==> src/rtl/interrupt_sequencer_if.sv <==
// CPU bus as seen by the interrupt sequencer: it drives the address, write data
// and strobe while busy, and the memory returns read data one cycle later.
interface interrupt_sequencer_if;
   logic [15:0] mem_addr;
   logic [7:0]  mem_wdata;
   logic        mem_we;
   logic [7:0]  mem_rdata;
   logic        busy;

   modport master (
      output mem_addr,
      output mem_wdata,
      output mem_we,
      output busy,
      input  mem_rdata
   );

   modport slave (
      input  mem_addr,
      input  mem_wdata,
      input  mem_we,
      input  busy,
      output mem_rdata
   );
endinterface

==> src/rtl/interrupt_sequencer.sv <==
// 6502-style interrupt/RTI sequencer: arbitrates hardware sources, BRK and RTI at
// the instruction boundary, runs the stack push/pull and vector fetch, returns PC/P/S.
module interrupt_sequencer #(
   parameter int unsigned            NUM_SRC    = 3,
   parameter logic [NUM_SRC*16-1:0]  VEC_MAP    = {16'hFFFE, 16'hFFFA, 16'hFFFC},
   parameter logic [NUM_SRC-1:0]     EDGE_MASK  = 3'b011,
   parameter logic [NUM_SRC-1:0]     MASK_I     = 3'b100,
   parameter logic [NUM_SRC-1:0]     NO_PUSH    = 3'b001,
   parameter logic [15:0]            BRK_VEC    = 16'hFFFE,
   parameter logic [7:0]             STACK_PAGE = 8'h01
) (
   input  logic                 clk,
   input  logic                 rst,
   input  logic [NUM_SRC-1:0]   irq_src,
   input  logic                 brk_req,
   input  logic                 is_rti,
   input  logic                 start,
   input  logic [15:0]          pc_in,
   input  logic [7:0]           status_in,
   input  logic [7:0]           sp_in,
   interrupt_sequencer_if.master bus,
   output logic                 done,
   output logic [15:0]          pc_out,
   output logic [7:0]           status_out,
   output logic [7:0]           sp_out,
   output logic [NUM_SRC-1:0]   ack_src,
   output logic [NUM_SRC-1:0]   pending
);

   typedef enum logic [3:0] {
      S_IDLE, S_PUSH_PCH, S_PUSH_PCL, S_PUSH_P, S_VEC_LO, S_VEC_HI,
      S_RD_END, S_PULL_P, S_PULL_PCL, S_PULL_PCH, S_DONE
   } state_t;

   typedef enum logic [1:0] {K_PASS, K_HW, K_BRK, K_RTI} kind_t;

   localparam logic [NUM_SRC-1:0] ONE_SRC = {{(NUM_SRC-1){1'b0}}, 1'b1};

   state_t               state_q, state_d;
   kind_t                kind_q, kind_d;
   logic [NUM_SRC-1:0]   src_q, src_d;
   logic [15:0]          vec_q, vec_d;
   logic [15:0]          pc_q, pc_d;
   logic [7:0]           p_q, p_d;
   logic [7:0]           s_q, s_d;
   logic [7:0]           lo_q, lo_d;
   logic [7:0]           rp_q, rp_d;
   logic [NUM_SRC-1:0]   hist_q, pend_q, pend_d;
   logic [15:0]          addr_q, addr_d;
   logic [7:0]           wdata_q, wdata_d;
   logic                 we_q, we_d;
   logic                 done_q, done_d;
   logic [15:0]          pc_out_q, pc_out_d;
   logic [7:0]           status_out_q, status_out_d;
   logic [7:0]           sp_out_q, sp_out_d;
   logic [NUM_SRC-1:0]   ack_q, ack_d;

   logic [NUM_SRC-1:0]   pend_s, elig_s, lowest_s, clr_s;
   logic [15:0]          sel_vec_s;
   logic                 sel_found_s, sel_nopush_s;

   // Edge sources use the latched bit, level sources are seen live.
   assign pend_s   = (pend_q & EDGE_MASK) | (irq_src & ~EDGE_MASK);
   assign elig_s   = pend_s & ~(MASK_I & {NUM_SRC{status_in[2]}});
   assign lowest_s = elig_s & (~elig_s + ONE_SRC);
   assign clr_s    = (state_q == S_VEC_LO) ? src_q : '0;
   assign pend_d   = ((pend_q & ~clr_s) | (irq_src & ~hist_q)) & EDGE_MASK;

   // Vector and push policy of the winning source
   always_comb begin
      sel_vec_s    = 16'h0000;
      sel_found_s  = |elig_s;
      sel_nopush_s = |(lowest_s & NO_PUSH);
      for (int i = 0; i < NUM_SRC; i++) begin
         sel_vec_s = sel_vec_s | ({16{lowest_s[i]}} & VEC_MAP[16*i +: 16]);
      end
   end

   // Next state, start-cycle context and read-data captures
   always_comb begin
      state_d = state_q;
      kind_d  = kind_q;
      src_d   = src_q;
      vec_d   = vec_q;
      pc_d    = pc_q;
      p_d     = p_q;
      s_d     = s_q;
      lo_d    = lo_q;
      rp_d    = rp_q;
      case (state_q)
         S_IDLE: begin
            if (start) begin
               pc_d  = pc_in;
               p_d   = status_in;
               s_d   = sp_in;
               src_d = '0;
               vec_d = BRK_VEC;
               if (is_rti) begin
                  kind_d  = K_RTI;
                  state_d = S_PULL_P;
               end else if (sel_found_s) begin
                  kind_d  = K_HW;
                  src_d   = lowest_s;
                  vec_d   = sel_vec_s;
                  state_d = sel_nopush_s ? S_VEC_LO : S_PUSH_PCH;
               end else if (brk_req) begin
                  kind_d  = K_BRK;
                  state_d = S_PUSH_PCH;
               end else begin
                  kind_d  = K_PASS;
                  state_d = S_DONE;
               end
            end else begin
               state_d = S_IDLE;
            end
         end
         S_PUSH_PCH: state_d = S_PUSH_PCL;
         S_PUSH_PCL: state_d = S_PUSH_P;
         S_PUSH_P:   state_d = S_VEC_LO;
         S_VEC_LO:   state_d = S_VEC_HI;
         S_VEC_HI: begin
            lo_d    = bus.mem_rdata;
            state_d = S_RD_END;
         end
         S_RD_END:   state_d = S_DONE;
         S_PULL_P:   state_d = S_PULL_PCL;
         S_PULL_PCL: begin
            rp_d    = bus.mem_rdata;
            state_d = S_PULL_PCH;
         end
         S_PULL_PCH: begin
            lo_d    = bus.mem_rdata;
            state_d = S_RD_END;
         end
         S_DONE:     state_d = S_IDLE;
         default:    state_d = S_IDLE;
      endcase
   end

   // Bus and result values for the state being entered; the high byte arrives in RD_END
   always_comb begin
      addr_d       = addr_q;
      wdata_d      = wdata_q;
      we_d         = 1'b0;
      done_d       = 1'b0;
      pc_out_d     = pc_out_q;
      status_out_d = status_out_q;
      sp_out_d     = sp_out_q;
      ack_d        = ack_q;
      case (state_d)
         S_PUSH_PCH: begin
            we_d    = 1'b1;
            addr_d  = {STACK_PAGE, s_d};
            wdata_d = pc_d[15:8];
         end
         S_PUSH_PCL: begin
            we_d    = 1'b1;
            addr_d  = {STACK_PAGE, s_d - 8'd1};
            wdata_d = pc_d[7:0];
         end
         S_PUSH_P: begin
            we_d    = 1'b1;
            addr_d  = {STACK_PAGE, s_d - 8'd2};
            wdata_d = (p_d & 8'hEF) | 8'h20 | {3'b000, (kind_d == K_BRK), 4'b0000};
         end
         S_VEC_LO:   addr_d = vec_d;
         S_VEC_HI:   addr_d = vec_d + 16'd1;
         S_PULL_P:   addr_d = {STACK_PAGE, s_d + 8'd1};
         S_PULL_PCL: addr_d = {STACK_PAGE, s_d + 8'd2};
         S_PULL_PCH: addr_d = {STACK_PAGE, s_d + 8'd3};
         S_DONE: begin
            done_d = 1'b1;
            case (kind_d)
               K_PASS: begin
                  pc_out_d     = pc_d;
                  status_out_d = p_d;
                  sp_out_d     = s_d;
                  ack_d        = '0;
               end
               K_RTI: begin
                  pc_out_d     = {bus.mem_rdata, lo_q};
                  status_out_d = {rp_q[7:6], p_d[5:4], rp_q[3:0]};
                  sp_out_d     = s_d + 8'd3;
                  ack_d        = '0;
               end
               default: begin
                  pc_out_d     = {bus.mem_rdata, lo_q};
                  status_out_d = p_d | 8'h04;
                  sp_out_d     = s_d - 8'd3;
                  ack_d        = src_d;
               end
            endcase
         end
         default: begin
            addr_d = addr_q;
            we_d   = 1'b0;
         end
      endcase
   end

   // State register, context, pending latches and registered outputs
   always_ff @(posedge clk or negedge rst) begin
      if (!rst) begin
         state_q      <= S_IDLE;
         kind_q       <= K_PASS;
         src_q        <= '0;
         vec_q        <= 16'h0000;
         pc_q         <= 16'h0000;
         p_q          <= 8'h00;
         s_q          <= 8'h00;
         lo_q         <= 8'h00;
         rp_q         <= 8'h00;
         hist_q       <= '0;
         pend_q       <= '0;
         addr_q       <= 16'h0000;
         wdata_q      <= 8'h00;
         we_q         <= 1'b0;
         done_q       <= 1'b0;
         pc_out_q     <= 16'h0000;
         status_out_q <= 8'h00;
         sp_out_q     <= 8'h00;
         ack_q        <= '0;
      end else begin
         state_q      <= state_d;
         kind_q       <= kind_d;
         src_q        <= src_d;
         vec_q        <= vec_d;
         pc_q         <= pc_d;
         p_q          <= p_d;
         s_q          <= s_d;
         lo_q         <= lo_d;
         rp_q         <= rp_d;
         hist_q       <= irq_src;
         pend_q       <= pend_d;
         addr_q       <= addr_d;
         wdata_q      <= wdata_d;
         we_q         <= we_d;
         done_q       <= done_d;
         pc_out_q     <= pc_out_d;
         status_out_q <= status_out_d;
         sp_out_q     <= sp_out_d;
         ack_q        <= ack_d;
      end
   end

   assign bus.mem_addr  = addr_q;
   assign bus.mem_wdata = wdata_q;
   assign bus.mem_we    = we_q;
   assign bus.busy      = (state_q != S_IDLE);
   assign done          = done_q;
   assign pc_out        = pc_out_q;
   assign status_out    = status_out_q;
   assign sp_out        = sp_out_q;
   assign ack_src       = ack_q;
   assign pending       = pend_s;

endmodule
==> src/flat_wrapper.sv <==
// flat-port wrapper written by rule: the top's interface ports become plain ports
module interrupt_sequencer_flat 
#(
   parameter int unsigned            NUM_SRC    = 3,
   parameter logic [NUM_SRC*16-1:0]  VEC_MAP    = {16'hFFFE, 16'hFFFA, 16'hFFFC},
   parameter logic [NUM_SRC-1:0]     EDGE_MASK  = 3'b011,
   parameter logic [NUM_SRC-1:0]     MASK_I     = 3'b100,
   parameter logic [NUM_SRC-1:0]     NO_PUSH    = 3'b001,
   parameter logic [15:0]            BRK_VEC    = 16'hFFFE,
   parameter logic [7:0]             STACK_PAGE = 8'h01
)
  (clk, rst, irq_src, brk_req, is_rti, start, pc_in, status_in, sp_in, done, pc_out, status_out, sp_out, ack_src, pending, bus_mem_addr, bus_mem_wdata, bus_mem_we, bus_busy, bus_mem_rdata);
  interrupt_sequencer_if bus_i ();
  input  logic clk;
  input  logic rst;
  input  logic [NUM_SRC-1:0] irq_src;
  input  logic brk_req;
  input  logic is_rti;
  input  logic start;
  input  logic [15:0] pc_in;
  input  logic [7:0] status_in;
  input  logic [7:0] sp_in;
  output logic done;
  output logic [15:0] pc_out;
  output logic [7:0] status_out;
  output logic [7:0] sp_out;
  output logic [NUM_SRC-1:0] ack_src;
  output logic [NUM_SRC-1:0] pending;
  output wire logic [$bits(bus_i.mem_addr)-1:0] bus_mem_addr;
  output wire logic [$bits(bus_i.mem_wdata)-1:0] bus_mem_wdata;
  output wire logic [$bits(bus_i.mem_we)-1:0] bus_mem_we;
  output wire logic [$bits(bus_i.busy)-1:0] bus_busy;
  input wire logic [$bits(bus_i.mem_rdata)-1:0] bus_mem_rdata;
  assign bus_mem_addr = bus_i.mem_addr;
  assign bus_mem_wdata = bus_i.mem_wdata;
  assign bus_mem_we = bus_i.mem_we;
  assign bus_busy = bus_i.busy;
  assign bus_i.mem_rdata = bus_mem_rdata;
  interrupt_sequencer #(.NUM_SRC(NUM_SRC), .VEC_MAP(VEC_MAP), .EDGE_MASK(EDGE_MASK), .MASK_I(MASK_I), .NO_PUSH(NO_PUSH), .BRK_VEC(BRK_VEC), .STACK_PAGE(STACK_PAGE)) u_core (.clk(clk), .rst(rst), .irq_src(irq_src), .brk_req(brk_req), .is_rti(is_rti), .start(start), .pc_in(pc_in), .status_in(status_in), .sp_in(sp_in), .bus(bus_i), .done(done), .pc_out(pc_out), .status_out(status_out), .sp_out(sp_out), .ack_src(ack_src), .pending(pending));
endmodule
==> config.mk <==
export PLATFORM = sky130hd
export DESIGN_NAME = interrupt_sequencer_flat
export DESIGN_NICKNAME = d
export VERILOG_FILES = /design/src/rtl/interrupt_sequencer_if.sv /design/src/rtl/interrupt_sequencer.sv /design/src/flat_wrapper.sv
export SDC_FILE = /design/constraint.sdc
export NUM_CORES = 1
export LEC_CHECK = 0
export ABC_AREA = 1
export CAP_MARGIN = 20
export CORE_AREA = 3 3 125 127
export CTS_CLUSTER_DIAMETER = 60
export DETAILED_ROUTE_END_ITERATION = 6
export DIE_AREA = 0 0 128 130
export GPL_TIMING_DRIVEN = 0
export HOLD_SLACK_MARGIN = 0.08
export PLACE_DENSITY_LB_ADDON = 0.25
export SETUP_SLACK_MARGIN = 0.2
export SLEW_MARGIN = 20
export SYNTH_ARGS = -nofsm -noshare
export SYNTH_HDL_FRONTEND = slang
export SYNTH_SLANG_ARGS = --single-unit
export TNS_END_PERCENT = 1
==> constraint.sdc <==
create_clock -name clk -period 3.28 [get_ports clk]
set_input_delay 0.656 -clock clk [delete_from_list [all_inputs] [get_ports clk]]
set_output_delay 0.656 -clock clk [all_outputs]
set_load 0.01 [all_outputs]
==> impl_results.md <==
* Post-synth EDFFs at 0
* Seq cells post-synth at approximately 140
* Synth Flop Type: dfrtp_1
* Ant diodes at 0
* Power Density at around 1200 nW/um2
* Post-DP Area at roughly 9000 um2
* Final slew viol count at 0
* Multi-input gate area at ~3700 um2
* Fin crit period at between 3 and 4 ns
* Number of library cell types mapped by synthesis at 46
* Worst reg2reg path depth at 20
* Clk Latency, worst-skew pair at 0.43 ns
* Post-synth ARST share at between 90% and 100%
* Vias in the first global route at 6860
* Gate Count Post-Synth at around 1000
* R2R Setup Slk at 0.29 ns
* Leak Pwr at around 4.8 nW
* TNS Setup at 0 ns
* Max rail drop VDD at approximately 0.64 mV
* Ranking of synthesized cells by area: dfrtp_1 45%, nand2_1 16%, o21ai_0 5.1%, inv_1 4.6%, nand3_1 4.4%
* R2R Path Start: u_core.state_q[1]
* Initial antenna violation count at 0
* Synthesized Nets at 1060
* WL/cell at around 17 um
* ANT nets after route at 0
* DRC at 0
* Layout overhead on the synthesized area at 29.5%
* Rows at 44
* Mapped cell area at 7590 um2
* GRT Total Usage at between 20% and 30%
* Final Instance Area at 9830 um2
* Worst Setup Path Type: in2reg
* Num Clock Sinks at 136
* Std-Cell Core Area at around 15000 um2
* Crit Path Max Fanout at 10
* Chip width at 128 um
* Worst path buffer plus inverter count at 8
* Period utilization at about nine tenths
* Arrival @ worst endpoint at roughly 3.3 ns
* Top delay family on crit path: buffers and inverters
* CP Launch Type: input pin
* Synth top area share at 44.9%
* Max incr delay on CP at 0.33 ns
* Routability congestion estimate at 0.950
* Port-buffer cells at 112
* Slowest-stage cell, CP: dlygate4sd2_1
* DRT Wirelength at between 20000 and 25000 um
* CTS tree: yes
* CTS root buf: clkbuf_16
* Sequential cell area at approximately 3400 um2
* Hold Path Class: in2async
* Final #Nets at about 1200
* YS warnings at 0
* Drt pass-1 iters at 6
* Reg clk slew, reported paths at ~0.06 ns
* Cell taking the most area after synthesis: dfrtp_1
* Drt via density at between 5 and 6
* Slew HR at between 40% and 50%
* Syn avg cell area at between 7 and 8 um2
* Fin. Hold Viols at 0
* Final setup fails at 0
* Outcome: complete, no violations
* Die area at 16600 um2
* Sequential area share after synthesis at about 45%
* Die Y at 130 um
* Crit end category: flop
* Vias at ~7300
* Post-DP HPWL at 16100 um
* First-pass GRT wire length at between 30000 and 40000 um
* Pin count of the biggest net entering global routing at 103
* Peak Freq at between 300 and 400 MHz
* H-tree levels at 4
* Worst reg2reg endpoint: u_core.bus.mem_addr[6]
* RSZ-0062 raised after global routing: true
* Clock skew at around 0.0040 ns
* Worst-Margin Slew at about 0.81 ns
* Starting density of the core at a little over half
* Grt ovf at 0
* CP required at about 3.6 ns
* Clock Path Buffers at 2
* # Max-Cap Violations at 0
* Fillers at 1210
* Top Ports at around 110
* Iteration-0 DRC count of the detailed router at between 800 and 900
* Num CTS Buffers at 17
* Ratio of cells with drive above 1 in the final layout at 14.0%
* Crit-path cells: dlygate4sd2_1 -> buf_4 -> inv_2 -> nor2_4 -> buf_12 -> buf_6 -> buf_6 -> or2_2 -> o21ai_2 -> ha_1 -> clkbuf_2 -> buf_2 -> nand3_1 -> o21ai_0 -> o21ai_0
==> area by class of cell <==
class | count | area share [%]
Clock buffer | 22 | 4.83
Timing Repair Buffer | 131 | 13.1
Sequential cell | 136 | 34.6
Multi-Input combinational cell | 719 | 37.7
Tap cell | 184 | 2.34
Buffer | 33 | 2.29
Clock inverter | 7 | 0.968
Inverter | 107 | 4.14
==> state kept, by name, indices dropped and copies added (netlist names) <==
register and cells:
u_core.bus.mem_addr 16, u_core.pc_out 16, u_core.pc_q 16, u_core.vec_q 16
u_core.bus.mem_wdata 8, u_core.lo_q 8, u_core.p_q 8, u_core.s_q 8
u_core.sp_out 8, u_core.status_out 8, u_core.rp_q 6, u_core.state_q 4
u_core.ack_src 3, u_core.src_q 3, u_core.hist_q 2, u_core.kind_q 2
u_core.pend_q 2, u_core.bus.mem_we 1, u_core.done 1
==> Yosys cell counts (all sizes together) (3+ instances only) <==
master  count
nor3        3
nand4      19
or2         9
buf        21
o21a        3
o211ai      7
dfrtp     136
clkbuf     12
xor2        7
inv       103
a21oi      31
nand2     338
o21ai      94
nor2       77
ha         17
o21bai      3
clkinv      4
a31oi       9
nand3      72
and2       12
==> metal layers <==
metal  part of all wire (%)  track usage (%)  routed length, um  vias up
li1                       -                -                  -     3511
met1                     44             39.8              10000     3405
met2                     44             42.0              10100      354
met3                    9.1             6.14               2050       50
met4                    2.3             9.11                522        0
met5                      0                0                  0        -
==> layout by cell type, fill, tap and decap left out, drive strengths merged, types with 3 or more instances in the layout <==
cell type and count:
nand4 19, nand2 338, a21oi 31, a31oi 9, buf 41, inv 104
nand3 74, nor3 3, xor2 7, o21a 3, o21bai 3, clkbuf 34
or2 9, nor2 77, and2 12, clkinv 7, o21ai 94, o211ai 7
dfrtp 136, ha 17, clkdlybuf4s50 110
==> report_power, final <==
part	leakage, nW	switching, mW	internal (mW)
logic	2.88	4.59	2.92
clock network	0.278	0.706	1.17
registers	1.62	0.370	2.43
total	4.78	5.66	6.52
==> how the worst max path moves through the flow <==
stage	startpoint	end	slack [ns]	cells after the start
5_1_grt	u_core.state_q[3]	u_core.bus.mem_addr[6]	0.11	17
3_5_place_dp	start	u_core.status_out[6]	-0.90	15
6_report	start	u_core.pc_out[2]	0.28	15
3_3_place_gp	rst	u_core.bus.mem_addr[10]	-3.82	1
2_1_floorplan	start	u_core.sp_out[0]	0.42	13
4_1_cts	u_core.state_q[2]	u_core.bus.mem_addr[6]	0.19	18
==> cell families (layout without fill, tap and decap cells) <==
group	count (synthesis)	after routing	share of synthesized area, %
xor+xnor	7	7	0.808
buf+inv	140	300	7.87
fa+ha+maj	19	19	3.33
compound gates	158	158	11.8
simple gates	533	535	31.3
flops	136	136	44.9
==> worst register-to-register path, stage by stage (launching register included) <==
cell	delay [ns]
dfrtp_1	0.37
buf_6	0.14
nor2_4	0.22
buf_4	0.17
nand2_1	0.18
inv_2	0.15
nor2_2	0.06
nand3_4	0.14
nand3_4	0.16
ha_2	0.34
nand2_1	0.08
nand2_1	0.06
nand2_1	0.06
nand3_1	0.09
or2_2	0.28
nand3_1	0.08
nand2_1	0.07
inv_1	0.06
nand3_1	0.06
nand2_1	0.07
nand2_1	0.05
==> through the flow <==
| stage | worst slack [ns] | util, % | instances | total power [mW] | hold WS [ns] |
|---|---|---|---|---|---|
| 4_1_cts | 0.193 | 66.0 | 1324 | 11.7 | 0.0858 |
| 3_5_place_dp | -0.905 | 61.7 | 1290 | 9.65 | 0.416 |
| 3_3_place_gp | -3.82 | 61.5 | 1289 | 9.50 | 0.408 |
| 6_report | 0.277 | 67.6 | 1339 | 12.2 | 0.0755 |
| 5_1_grt | 0.106 | 67.6 | 1339 | 13.2 | 0.0960 |
| 2_1_floorplan | 0.416 | - | 993 | 7.36 | 0.360 |
==> timing repair <==
| action | in CTS | in global routing |
|---|---|---|
| pin swaps | 3 | 7 |
| resized for setup | 14 | 30 |
| endpoints found under the setup margin | 38 | 39 |
| hold endpoints to repair | 0 | 0 |
| hold buffers | 0 | 0 |
| buffers inserted | 5 | 13 |
| cloned | 0 | 2 |
Note: power is estimated with default switching activity, not from simulation.
